[src/rtl/menu_navigator.sv]
// menu_navigator: arrow-key driven menu with N_FIELDS independent index fields.
// Each field steps up (right) or down (left) and either wraps or saturates.
// Holding an arrow auto-repeats: one step on the press, another after
// HOLD_CYCLES, then one every REPEAT_CYCLES.
//
// Ports:
//   clock, reset (async, active low)
//   right_arrow_pressed, left_arrow_pressed - level arrow inputs
//   load_initial  - clear every field to 0 (beats any step)
//   lock          - suppress all steps
//   menu_sel      - field addressed by arrow steps (>= N_FIELDS selects nothing)
//   values        - packed indices, field 0 in LSBs
//   sel_value / sel_onehot / at_limit - combinational view of the selected field
//   changed       - one-cycle pulse after any index changed

// One menu field: holds its index and computes the next value.
module menu_field #(
    parameter int         IDX_W = 4,
    parameter logic [IDX_W-1:0] MAX = '1,
    parameter bit         WRAP  = 1'b1
) (
    input  logic             clock,
    input  logic             reset,
    input  logic             load,
    input  logic             inc,
    input  logic             dec,
    output logic [IDX_W-1:0] value_n,
    output logic [IDX_W-1:0] value_q
);
    always_comb begin
        value_n = value_q;
        if (load) begin
            value_n = '0;
        end else if (inc) begin
            if (value_q >= MAX) value_n = WRAP ? '0 : MAX;
            else                value_n = value_q + 1'b1;
        end else if (dec) begin
            if (value_q == '0)  value_n = WRAP ? MAX : '0;
            else                value_n = value_q - 1'b1;
        end
    end

    always_ff @(posedge clock or negedge reset) begin
        if (!reset) value_q <= '0;
        else        value_q <= value_n;
    end
endmodule

module menu_navigator #(
    parameter int N_FIELDS = 6,
    parameter int IDX_W    = 4,
    parameter logic [N_FIELDS*IDX_W-1:0] FIELD_MAX = {4'd2, 4'd2, 4'd15, 4'd3, 4'd1, 4'd3},
    parameter logic [N_FIELDS-1:0]       WRAP_MASK = 6'b111111,
    parameter int HOLD_CYCLES   = 1000,
    parameter int REPEAT_CYCLES = 250,
    parameter int SEL_W = $clog2(N_FIELDS)
) (
    input  logic                      clock,
    input  logic                      reset,
    input  logic                      right_arrow_pressed,
    input  logic                      left_arrow_pressed,
    input  logic                      load_initial,
    input  logic                      lock,
    input  logic [SEL_W-1:0]          menu_sel,
    output logic [N_FIELDS*IDX_W-1:0] values,
    output logic [IDX_W-1:0]          sel_value,
    output logic [2**IDX_W-1:0]       sel_onehot,
    output logic                      changed,
    output logic                      at_limit
);
    localparam int CNT_MAX = (HOLD_CYCLES > REPEAT_CYCLES) ? HOLD_CYCLES : REPEAT_CYCLES;
    localparam int CNT_W   = $clog2(CNT_MAX + 1);

    typedef enum logic [1:0] {IDLE, HOLD, REPEAT} state_t;

    state_t           state_q, state_n;
    logic [CNT_W-1:0] cnt_q, cnt_n;
    logic             dir_q, dir_n;      // 1 = right arrow owns the current hold
    logic             right_q, left_q;
    logic [SEL_W-1:0] sel_q;
    logic             step;
    logic             sel_valid;
    logic             one_arrow;
    logic             abort;

    logic [N_FIELDS-1:0][IDX_W-1:0] field_q, field_n;

    assign sel_valid = ({1'b0, menu_sel} < (SEL_W+1)'(N_FIELDS));
    assign one_arrow = right_arrow_pressed ^ left_arrow_pressed;

    // Any of these drops an in-progress hold back to IDLE in the same cycle.
    assign abort = lock || load_initial || !one_arrow ||
                   (right_arrow_pressed != dir_q) || (menu_sel != sel_q);

    always_comb begin
        state_n = state_q;
        cnt_n   = cnt_q;
        dir_n   = dir_q;
        step    = 1'b0;
        case (state_q)
            IDLE: begin
                cnt_n = '0;
                if (!lock && !load_initial && one_arrow &&
                    ((right_arrow_pressed && !right_q) || (left_arrow_pressed && !left_q))) begin
                    step    = 1'b1;
                    dir_n   = right_arrow_pressed;
                    state_n = HOLD;
                end
            end
            HOLD: begin
                if (abort) begin
                    state_n = IDLE;
                    cnt_n   = '0;
                end else if (cnt_q == CNT_W'(HOLD_CYCLES - 1)) begin
                    step    = 1'b1;
                    state_n = REPEAT;
                    cnt_n   = '0;
                end else begin
                    cnt_n = cnt_q + 1'b1;
                end
            end
            REPEAT: begin
                if (abort) begin
                    state_n = IDLE;
                    cnt_n   = '0;
                end else if (cnt_q == CNT_W'(REPEAT_CYCLES - 1)) begin
                    step  = 1'b1;
                    cnt_n = '0;
                end else begin
                    cnt_n = cnt_q + 1'b1;
                end
            end
            default: begin
                state_n = IDLE;
                cnt_n   = '0;
            end
        endcase
    end

    always_ff @(posedge clock or negedge reset) begin
        if (!reset) begin
            state_q <= IDLE;
            cnt_q   <= '0;
            dir_q   <= 1'b0;
            right_q <= 1'b0;
            left_q  <= 1'b0;
            sel_q   <= '0;
            changed <= 1'b0;
        end else begin
            state_q <= state_n;
            cnt_q   <= cnt_n;
            dir_q   <= dir_n;
            right_q <= right_arrow_pressed;
            left_q  <= left_arrow_pressed;
            sel_q   <= menu_sel;
            changed <= (field_n != field_q);
        end
    end

    // step is only raised with exactly one arrow high, so the arrow level
    // itself gives the direction.
    for (genvar i = 0; i < N_FIELDS; i++) begin : g_field
        logic hit;
        assign hit = step && sel_valid && (menu_sel == SEL_W'(i));
        menu_field #(
            .IDX_W (IDX_W),
            .MAX   (FIELD_MAX[i*IDX_W +: IDX_W]),
            .WRAP  (WRAP_MASK[i])
        ) u_field (
            .clock   (clock),
            .reset   (reset),
            .load    (load_initial),
            .inc     (hit && right_arrow_pressed),
            .dec     (hit && left_arrow_pressed),
            .value_n (field_n[i]),
            .value_q (field_q[i])
        );
    end

    assign values = field_q;

    logic [IDX_W-1:0] sel_max;
    logic             sel_wrap;

    always_comb begin
        sel_value = '0;
        sel_max   = '0;
        sel_wrap  = 1'b1;
        for (int i = 0; i < N_FIELDS; i++) begin
            if (sel_valid && menu_sel == SEL_W'(i)) begin
                sel_value = field_q[i];
                sel_max   = FIELD_MAX[i*IDX_W +: IDX_W];
                sel_wrap  = WRAP_MASK[i];
            end
        end
    end

    assign sel_onehot = sel_valid ? ((2**IDX_W)'(1) << sel_value) : '0;
    assign at_limit   = sel_valid && !sel_wrap &&
                        ((sel_value == '0) || (sel_value == sel_max));
endmodule

[config.mk]
export PLATFORM = sky130hd
export DESIGN_NAME = menu_navigator
export DESIGN_NICKNAME = d
export VERILOG_FILES = /design/src/rtl/menu_navigator.sv
export SDC_FILE = /design/constraint.sdc
export NUM_CORES = 1
export LEC_CHECK = 0
export CORE_MARGIN = 1
export CORE_UTILIZATION = 55
export DETAILED_ROUTE_END_ITERATION = 10
export PLACE_DENSITY = 0.81
export SETUP_SLACK_MARGIN = 0.15
export SLEW_MARGIN = 20
export SYNTH_ARGS = -nofsm -noshare
export SYNTH_HDL_FRONTEND = slang
export SYNTH_HIERARCHICAL = 1
export SYNTH_SLANG_ARGS = --single-unit
[constraint.sdc]
create_clock -name clock -period 4.3 [get_ports clock]
set_clock_uncertainty 0.15 [all_clocks]
set_input_delay 1.29 -clock clock [delete_from_list [all_inputs] [get_ports clock]]
set_output_delay 1.29 -clock clock [all_outputs]
set_load 0.005 [all_outputs]
* Word level (Yosys, flattened, before mapping)
Cells that the tools add are included.
** Cells by class
- $add $sub $neg :: 13
- Multiply operators :: 0
- Divide/modulo/power cells :: 0
- Magnitude comparators :: 7
- Equal/unequal tests :: 15
- Shifts and indexed selects :: 1
- Mux-type cells :: 53
- Bitwise operators :: 1
- Reduce and logical (&&, ||, !) cells :: 50
** Operators by type and width (number)
- 4-bit 2-to-1 mux :: 36
- 10-bit 2-to-1 mux :: 4
- 1-bit logical AND :: 30
- 4-bit by 1-bit adder with 4-bit output, second input constant :: 6
- 4-bit zero test :: 6
- 24-bit != test :: 1
- 4-bit by 1-bit subtractor with 4-bit output, second input constant :: 6
- 10-bit one-hot mux with 2 select lines :: 1
- 4-bit by 2-bit >= comparator with 1-bit output, second input constant :: 4
- 16-bit 2-to-1 mux :: 1
- 1-bit by 4-bit left shift with 16-bit output, first input constant :: 1
- 10-bit by 1-bit adder with 10-bit output, second input constant :: 1
- 10-bit equality test, second input constant :: 1
- 10-bit by 8-bit equality test with 1-bit output, second input constant :: 1
- 2-bit 2-to-1 mux :: 4
- 3-bit by 2-bit equality test with 1-bit output, second input constant :: 2
- 3-bit equality test, second input constant :: 2
- 2-bit one-hot mux with 3 select lines :: 1
- 1-bit zero test :: 5
- 1-bit logical OR :: 5
- 1-bit 2-to-1 mux :: 5
- 4-bit by 1-bit >= comparator with 1-bit output, second input constant :: 1
- 4-bit >= comparator, second input constant :: 1
- 2-bit != test, second input constant :: 2
- other kinds (13) :: 13
** Storage, ports and cells
- Flip-flop bits (word level) :: 43
- Latch bits :: 0
- Memory bits (writable) :: 0
- Memory bits (read-only) :: 0
- Bits of input ports :: 9
- Output and inout port bits :: 46
- Word-level logic and storage cells :: 153
- Memories :: 0

* Longest topological paths before layout
Gate-level depths: netlist of run 1.
- Word-level depth :: 14
- Mapped depth :: 17
- Mapped depth without buffers :: 15

* By module
The synthesis of run 1 kept the hierarchy.
** Modules (own cells, without submodules)
- menu_navigator :: instances 1, cells an instance 211, area an instance 1804.2 um^2, seq. area each 475.5 um^2
- menu_field (g_field[4].u_field ...) :: instances 2, cells an instance 28, area an instance 282.8 um^2, seq. area each 100.1 um^2
- menu_field (g_field[0].u_field ...) :: instances 2, cells an instance 29, area an instance 275.3 um^2, seq. area each 100.1 um^2
- menu_field (g_field[1].u_field) :: instances 1, cells an instance 30, area an instance 317.8 um^2, seq. area each 100.1 um^2
- menu_field (g_field[3].u_field) :: instances 1, cells an instance 31, area an instance 285.3 um^2, seq. area each 100.1 um^2

* Least setup slack after synthesis of run 1
Ideal clock, no wire load.
- Path type :: input-to-reg
- Start :: input menu_sel[1]
- End :: register changed
- Library setup time :: 0.136 ns
- Arrival time :: 4.209 ns
- Required time :: 4.014 ns
- Path slack :: -0.195 ns
- Cell stages on the path :: 15
- Path buffers :: 2
- Cell sequence :: buf_2 xnor2_1 nand4_1 nor4_4 a32oi_2 buf_6 nor3_1 nand2_1 or3_1 and3b_1 a311oi_1 xnor2_1 nand4_1 nor4_1 nand3_1
** RTL lines
- from (decl) :: RTL line 64 : input logic [SEL_W-1:0] menu_sel,
- to (signal assigned) :: RTL line 156 : changed <= (field_n != field_q);
- to (decl) :: RTL line 68 : output logic changed,

* Final worst setup path of run 1
- Start :: input menu_sel[1]
- End :: output sel_onehot[4]
** Between the ends
- Word-level cells in the longest chain between the ends :: 10
- Elaborated cells on any way between the ends :: 21
- Those cells by class :: order compare: 1; eq/ne: 5; shift: 1; mux: 7; reduce/logical: 7
** Ends and longest elaborated chain
- 3-bit < comparator / 3-bit zero test (equally long branches) :: RTL line 88, 190
- 1-bit logical AND :: RTL line 190 : if (sel_valid && menu_sel == SEL_W'(i)) begin
- 4-bit 2-to-1 mux (6 in a row) :: RTL line 190
- 1-bit by 4-bit left shift with 16-bit output :: RTL line 198 : assign sel_onehot = sel_valid ? ((2**IDX_W)'(1) << sel_value) : '0;
- 16-bit 2-to-1 mux * :: RTL line 198
- to (decl) :: RTL line 67 : output logic [2**IDX_W-1:0] sel_onehot,
Mark *: on every way between the ends. The rest lies on a longest branch, timed or not.

==> results of run 1 <==
[kinds of logic after synthesis]
logic type	after synthesis	share of synthesized area
adders and majority gates	24	0.0852
muxes	16	0.0529
DFF	43	0.305
and+or+nand+nor	169	0.280
buffers and inverters	31	0.0401
other	1	0.00106
AOI/OAI and AO/OA	59	0.128
xor gates and xnor gates	43	0.107
[state kept, by name, summed over array words and instances (netlist names)]
signal and count:
g_field.u_field/value_q 24, left_q 1, right_q 1, state_q 2
cnt_q 10, dir_q 1, changed 1, sel_q 3
[Yosys cell counts (3+ instances only)]
| cell | n | area, µm² |
|---|---|---|
| a22o_1 | 5 | 43.8 |
| nand3_1 | 5 | 25.0 |
| nand2b_1 | 10 | 62.6 |
| nor2b_1 | 11 | 68.8 |
| mux2_2 | 3 | 33.8 |
| nor4b_1 | 3 | 26.3 |
| buf_2 | 5 | 25.0 |
| ha_1 | 24 | 300 |
| a21o_1 | 3 | 22.5 |
| and3_1 | 3 | 18.8 |
| nor4b_2 | 7 | 105 |
| xnor2_1 | 29 | 254 |
| nand4_1 | 6 | 37.5 |
| o21ai_0 | 12 | 60.1 |
| nor2_1 | 53 | 199 |
| nor4_1 | 8 | 50.1 |
| nand2_1 | 31 | 116 |
| a211oi_1 | 3 | 22.5 |
| dfrtp_1 | 43 | 1080 |
| inv_1 | 19 | 71.3 |
| clkbuf_1 | 3 | 11.3 |
| nor3_1 | 10 | 50.1 |
| mux2i_1 | 10 | 100 |
| o31ai_1 | 3 | 22.5 |
| a21oi_1 | 7 | 35.0 |
| xor2_1 | 14 | 123 |
| nand4b_1 | 3 | 26.3 |
[power breakdown]
part	internal, W	total, W	switching, W
clock	0.000117	0.000279	0.000163
sequential	0.000417	0.000431	0.0000137
combinational	0.0000856	0.000191	0.000106
total	0.000619	0.000902	0.000282
[final cells by class]
cell class                      instances  area [µm²]
Multi-Input combinational cell        312        2630
Clock inverter                          3        25.0
Fill cell                             345        1060
Clock buffer                            5        68.8
Tap cell                               75        93.8
Inverter                               20        75.1
Sequential cell                        43        1080
Timing Repair Buffer                  126        1030
[critical path, cell delays in order]
cell	delay (ns)
buf_4	0.13
buf_8	0.14
nand2b_4	0.15
o311a_4	0.34
buf_6	0.13
o211ai_1	0.15
buf_4	0.20
buf_6	0.11
nor2_4	0.03
buf_2	0.11
[timing repair]
| item | 4_1_cts | 5_1_grt |
|---|---|---|
| buffers inserted | 19 | 2 |
| setup endpoints to repair | 21 | 14 |
| cloned | 3 | 0 |
| pin swaps | 28 | 9 |
| resized for setup | 136 | 33 |
[through the flow]
step,worst slack [ns],hold WS [ns]
6_report,0.0664,0.413
5_1_grt,-0.0931,0.424
4_1_cts,0.104,0.358
3_5_place_dp,-0.764,0.346
3_3_place_gp,-0.638,0.326
2_1_floorplan,0.0337,0.303
[layer usage]
metal,vias to the layer above,part of all wire,wire length (µm),GRT usage
met5,-,0,0,0
met4,0,0.041,443,0.156
met3,44,0.053,576,0.0433
met2,164,0.50,5500,0.585
met1,1718,0.40,4390,0.394
li1,1606,-,-,-
[worst paths after layout]
kind                                                            to          startpoint  depth (start not counted)  slack, ns
max                                                  sel_onehot[4]         menu_sel[1]                         10       0.07
min                                             cnt_q[0]$_DFF_PN0_  cnt_q[0]$_DFF_PN0_                          1       0.41
max reg2reg                                      changed$_DFF_PN0_  cnt_q[0]$_DFF_PN0_                         14       0.43
min reg2reg                                     cnt_q[0]$_DFF_PN0_  cnt_q[0]$_DFF_PN0_                          1       0.41
max in group asynchronous  g_field[0].u_field/value_q[0]$_DFF_PN0_               reset                          1       2.78
min in group asynchronous                       cnt_q[0]$_DFF_PN0_               reset                          1       0.81
==> impl_metrics.py, run 1 <==
metrics = {
    "place": {
        "place_area_um2": 4490,
        "io_buffers": 53,
        "dp.cells": 552,
        "hpwlAfterDp_um": 7220,
        "routabilityCongestion": 0.891,
    },
    "synthesis": {
        "ys.flop_type": "dfrtp_1",
        "synth_area_per_cell_um2": 9.13,
        "async_flop_share": 1.00,
        "synth.cell_area_um2": 3520,
        "synth_edf_count": 0,
        "synth_fp_nets": 419,
        "syn_inst": 386,
        "synth_cell_types": 65,
        "ys_warn_count": 6,
        "ys_ff_latch": 43,
        "synth_seq_area_share": 0.305,
    },
    "global_route": {
        "grt_pass1_vias": 3440,
        "antenna_found_initial": 0,
        "grt-ovfl-total": 0,
        "grt_max_degree": 44,
        "grt_pass1_wl_um": 16700,
        "grt_usage": 0.331,
    },
    "timing": {
        "finalHoldViolations": 0,
        "max_slew_margin": 0.605,
        "slew_viol_final": 0,
        "tightest_slew_ns": 0.587,
        "setup_viol": 0,
        "finalCritPeriodShare": 0.985,
        "fmax_mhz": 236,
        "finalWorstPathRequiredPeriod_ns": 4.23,
        "fin_setup_tns_ns": 0,
        "rsz0062_at_grt": "true",
    },
    "min_path": {
        "hp-class": "register to register",
    },
    "layout": {
        "nNetsFinal": 541,
        "design_area_um2": 5000,
        "n_antenna_cell": 0,
        "drive_above_1_share": 0.346,
        "area_growth_pct": 42.0,
        "final-instance-count-excl-fill": 584,
        "final_cell_mix": "buf_4 (59), nor2_1 (43), dfrtp_1 (43)",
        "mostFrequentLayoutCell": "buf_4",
        "final_core_util": 0.825,
    },
    "critical_path": {
        "critical_path_class": "input pin to primary output",
        "critPathLaunchType": "input pin",
        "worstPathArrival_ns": 2.79,
        "setup.worst_path.end_class": "primary output",
        "cp_max_fo": 6,
        "required_ns": 2.86,
    },
    "cts": {
        "postCtsHoldBufs": 0,
        "cts_tree": "yes",
        "h-tree-depth": 2,
        "worstSkewPairLatency_ns": 0.31,
        "cts_sinks": 43,
        "clk_pin_slew_worst_paths_ns": 0.10,
        "cts_root_buf": "clkbuf_8",
        "numCtsBuffers": 5,
        "cts.path.max_buffers": 2,
    },
    "drt": {
        "drtIter0Drc": 172,
        "wire_per_inst_um": 18.7,
        "routed_wl_um": 10900,
        "dr.pass1.iters": 5,
        "drcViolationCount": 0,
        "final_antenna_net_count": 0,
        "vias_per_cell": 6.05,
        "vias": 3532,
    },
    "floorplan": {
        "die_h_um": 82.0,
        "rows": 28,
        "core_area_um2": 6060,
        "die_area_um2": 6730,
        "initial_core_util": 0.581,
        "io_pins": 55,
        "die_w_um": 82.0,
    },
    "run_status": {
        "status": "completed",
    },
    "pwr": {
        "p_leak_nw": 2.22,
        "total_power_w": 0.000902,
        "ir_drop_uv": 170,
        "powerDensity_nw_per_um2": 180,
    },
    "flow_run": {
        "maxCapViolations": 0,
    },
}
(Power assumes the default switching activity.)
==> inputs of run 2 (changes only) <==
- CORE_MARGIN: 1 -> 2
- SLEW_MARGIN: 20 -> not set
==> impl_metrics.py, run 2 (synthesized netlist as in run 1, its figures left out) <==
metrics = {
    "floorplan": {
        "initial_core_util": 0.561,
        "die_area_um2": 7060,
        "rows": 29,
        "io_pins": 55,
        "die_w_um": 84.0,
        "die_h_um": 84.0,
        "core_area_um2": 6280,
    },
    "layout": {
        "n_antenna_cell": 0,
        "area_growth_pct": 50.5,
        "reg_top3": "g_field.u_field/value_q x24, cnt_q x10, sel_q x3",
        "fillers": 316,
        "top_register": "g_field.u_field/value_q",
        "largest_reg_flops": 24,
        "drive_above_1_share": 0.395,
        "mostFrequentLayoutCell": "buf_4",
        "nNetsFinal": 558,
        "final_core_util": 0.845,
        "design_area_um2": 5300,
        "final_cell_mix": "buf_4 (67), dfrtp_1 (43), nor2_1 (39)",
    },
    "drt": {
        "drcViolationCount": 0,
        "final_antenna_net_count": 0,
        "drtIter0Drc": 431,
        "vias": 3782,
        "wire_per_inst_um": 22.3,
        "dr.pass1.iters": 5,
        "routed_wl_um": 13400,
        "vias_per_cell": 6.27,
    },
    "pwr": {
        "p_leak_nw": 2.37,
        "ir_drop_uv": 197,
        "powerDensity_nw_per_um2": 175,
    },
    "critical_path": {
        "cp.depth": 16,
        "rr_startpoint": "cnt_q[0]$_DFF_PN0_",
        "required_ns": 4.33,
        "critPathBufInv": 5,
        "cp_max_fo": 4,
        "r2r_slack_ns": 0.35,
        "critical_path_class": "input pin to register",
        "crit_chain": "buf_8 > buf_4 > xnor2_2 > nand4_1 > nor4_4 > a32oi_4 > buf_4 > nor4_2 > buf_4 > nor2_1 > buf_4 > a32o_1 > xnor2_1 > nand4_1 > nor4_2 > nand3_1",
        "setup.worst_path.end_class": "register",
        "r2r_cells": 15,
        "crit_slowest_cell": "nor4_4",
        "critPathLaunchType": "input pin",
        "slowest_delay_ns": 0.44,
        "path_delay_family": "simple AND/OR/NAND/NOR gates",
        "path_common_cell": "buf_4",
        "r2r_end": "changed$_DFF_PN0_",
        "worstPathArrival_ns": 4.49,
    },
    "min_path": {
        "min_path_cells": 1,
        "hold_path_end": "cnt_q[0]$_DFF_PN0_",
        "hp-class": "register to register",
        "worstHoldStart": "cnt_q[0]$_DFF_PN0_",
    },
    "global_route": {
        "grt_pass1_wl_um": 19200,
        "antenna_found_initial": 0,
        "grt-ovfl-total": 0,
        "grt_usage": 0.342,
        "grt_max_degree": 44,
        "grt_pass1_vias": 3792,
    },
    "timing": {
        "max_slew_margin": 0.327,
        "fmax_mhz": 224,
        "setup_viol": 6,
        "finalWorstPathRequiredPeriod_ns": 4.47,
        "finalHoldViolations": 0,
        "slew_viol_final": 0,
        "rsz0062_at_grt": "true",
        "tightest_slew_ns": 1.01,
        "fin_setup_tns_ns": -0.348,
        "layout_setup_ws_ns": -0.166,
        "finalCritPeriodShare": 1.04,
    },
    "cts": {
        "clk_pin_slew_worst_paths_ns": 0.10,
        "worstSkewPairLatency_ns": 0.32,
        "numCtsBuffers": 5,
        "cts_tree": "yes",
        "h-tree-depth": 2,
        "cts.path.max_buffers": 2,
        "cts_root_buf": "clkbuf_8",
        "postCtsHoldBufs": 0,
        "cts_sinks": 43,
    },
    "place": {
        "routabilityCongestion": 0.885,
        "hpwlAfterDp_um": 7110,
        "place_area_um2": 4530,
        "io_buffers": 53,
        "place_ws_ns": -0.726,
    },
    "run_status": {
        "status": "finished with violations",
        "violations": "setup timing",
    },
    "flow_run": {
        "maxCapViolations": 0,
    },
}
[run 2: timing repair]
action	CTS	global route
gates cloned	3	0
endpoints found under the setup margin	21	19
resized for setup	133	65
buffers inserted	23	12
pin swaps	33	32
[run 2: how the worst max path moves through the flow]
stage | start | end | slack (ns)
4_1_cts | menu_sel[0] | sel_onehot[1] | 0.12
6_report | menu_sel[1] | changed$_DFF_PN0_ | -0.17
3_3_place_gp | menu_sel[1] | sel_onehot[0] | -0.64
3_5_place_dp | menu_sel[1] | sel_onehot[1] | -0.73
2_1_floorplan | menu_sel[0] | changed$_DFF_PN0_ | 0.03
5_1_grt | menu_sel[1] | changed$_DFF_PN0_ | -0.26
[run 2: per-layer routing]
metal | global-route usage | part of all wire | wire, µm | vias up
met2 | 0.582 | 0.50 | 6680 | 231
met4 | 0.163 | 0.067 | 896 | 0
li1 | - | - | - | 1644
met3 | 0.0623 | 0.067 | 901 | 80
met1 | 0.416 | 0.37 | 4960 | 1827
met5 | 0 | 0 | 0 | -
[run 2: final cells by class]
class	count	area [µm²]	share of cell area
Multi-Input combinational cell	312	2730	0.515
Sequential cell	43	1080	0.203
Tap cell	77	96.3	0.0182
Timing Repair Buffer	143	1230	0.232
Clock buffer	5	68.8	0.0130
Clock inverter	3	23.8	0.00448
Inverter	20	75.1	0.0142
[run 2: stage by stage]
step,hold WS (ns),cells,power (W)
3_3_place_gp,0.323,557,0.000585
2_1_floorplan,0.303,386,0.000526
5_1_grt,0.361,603,0.000950
4_1_cts,0.349,591,0.000886
6_report,0.349,603,0.000927
3_5_place_dp,0.337,557,0.000592
[run 2: report_power, final]
| part | switching [W] | leakage (nW) | internal [W] |
|---|---|---|---|
| Combinational | 0.000118 | 1.74 | 0.0000927 |
| Sequential | 0.0000137 | 0.586 | 0.000417 |
| Clock | 0.000169 | 0.0408 | 0.000117 |
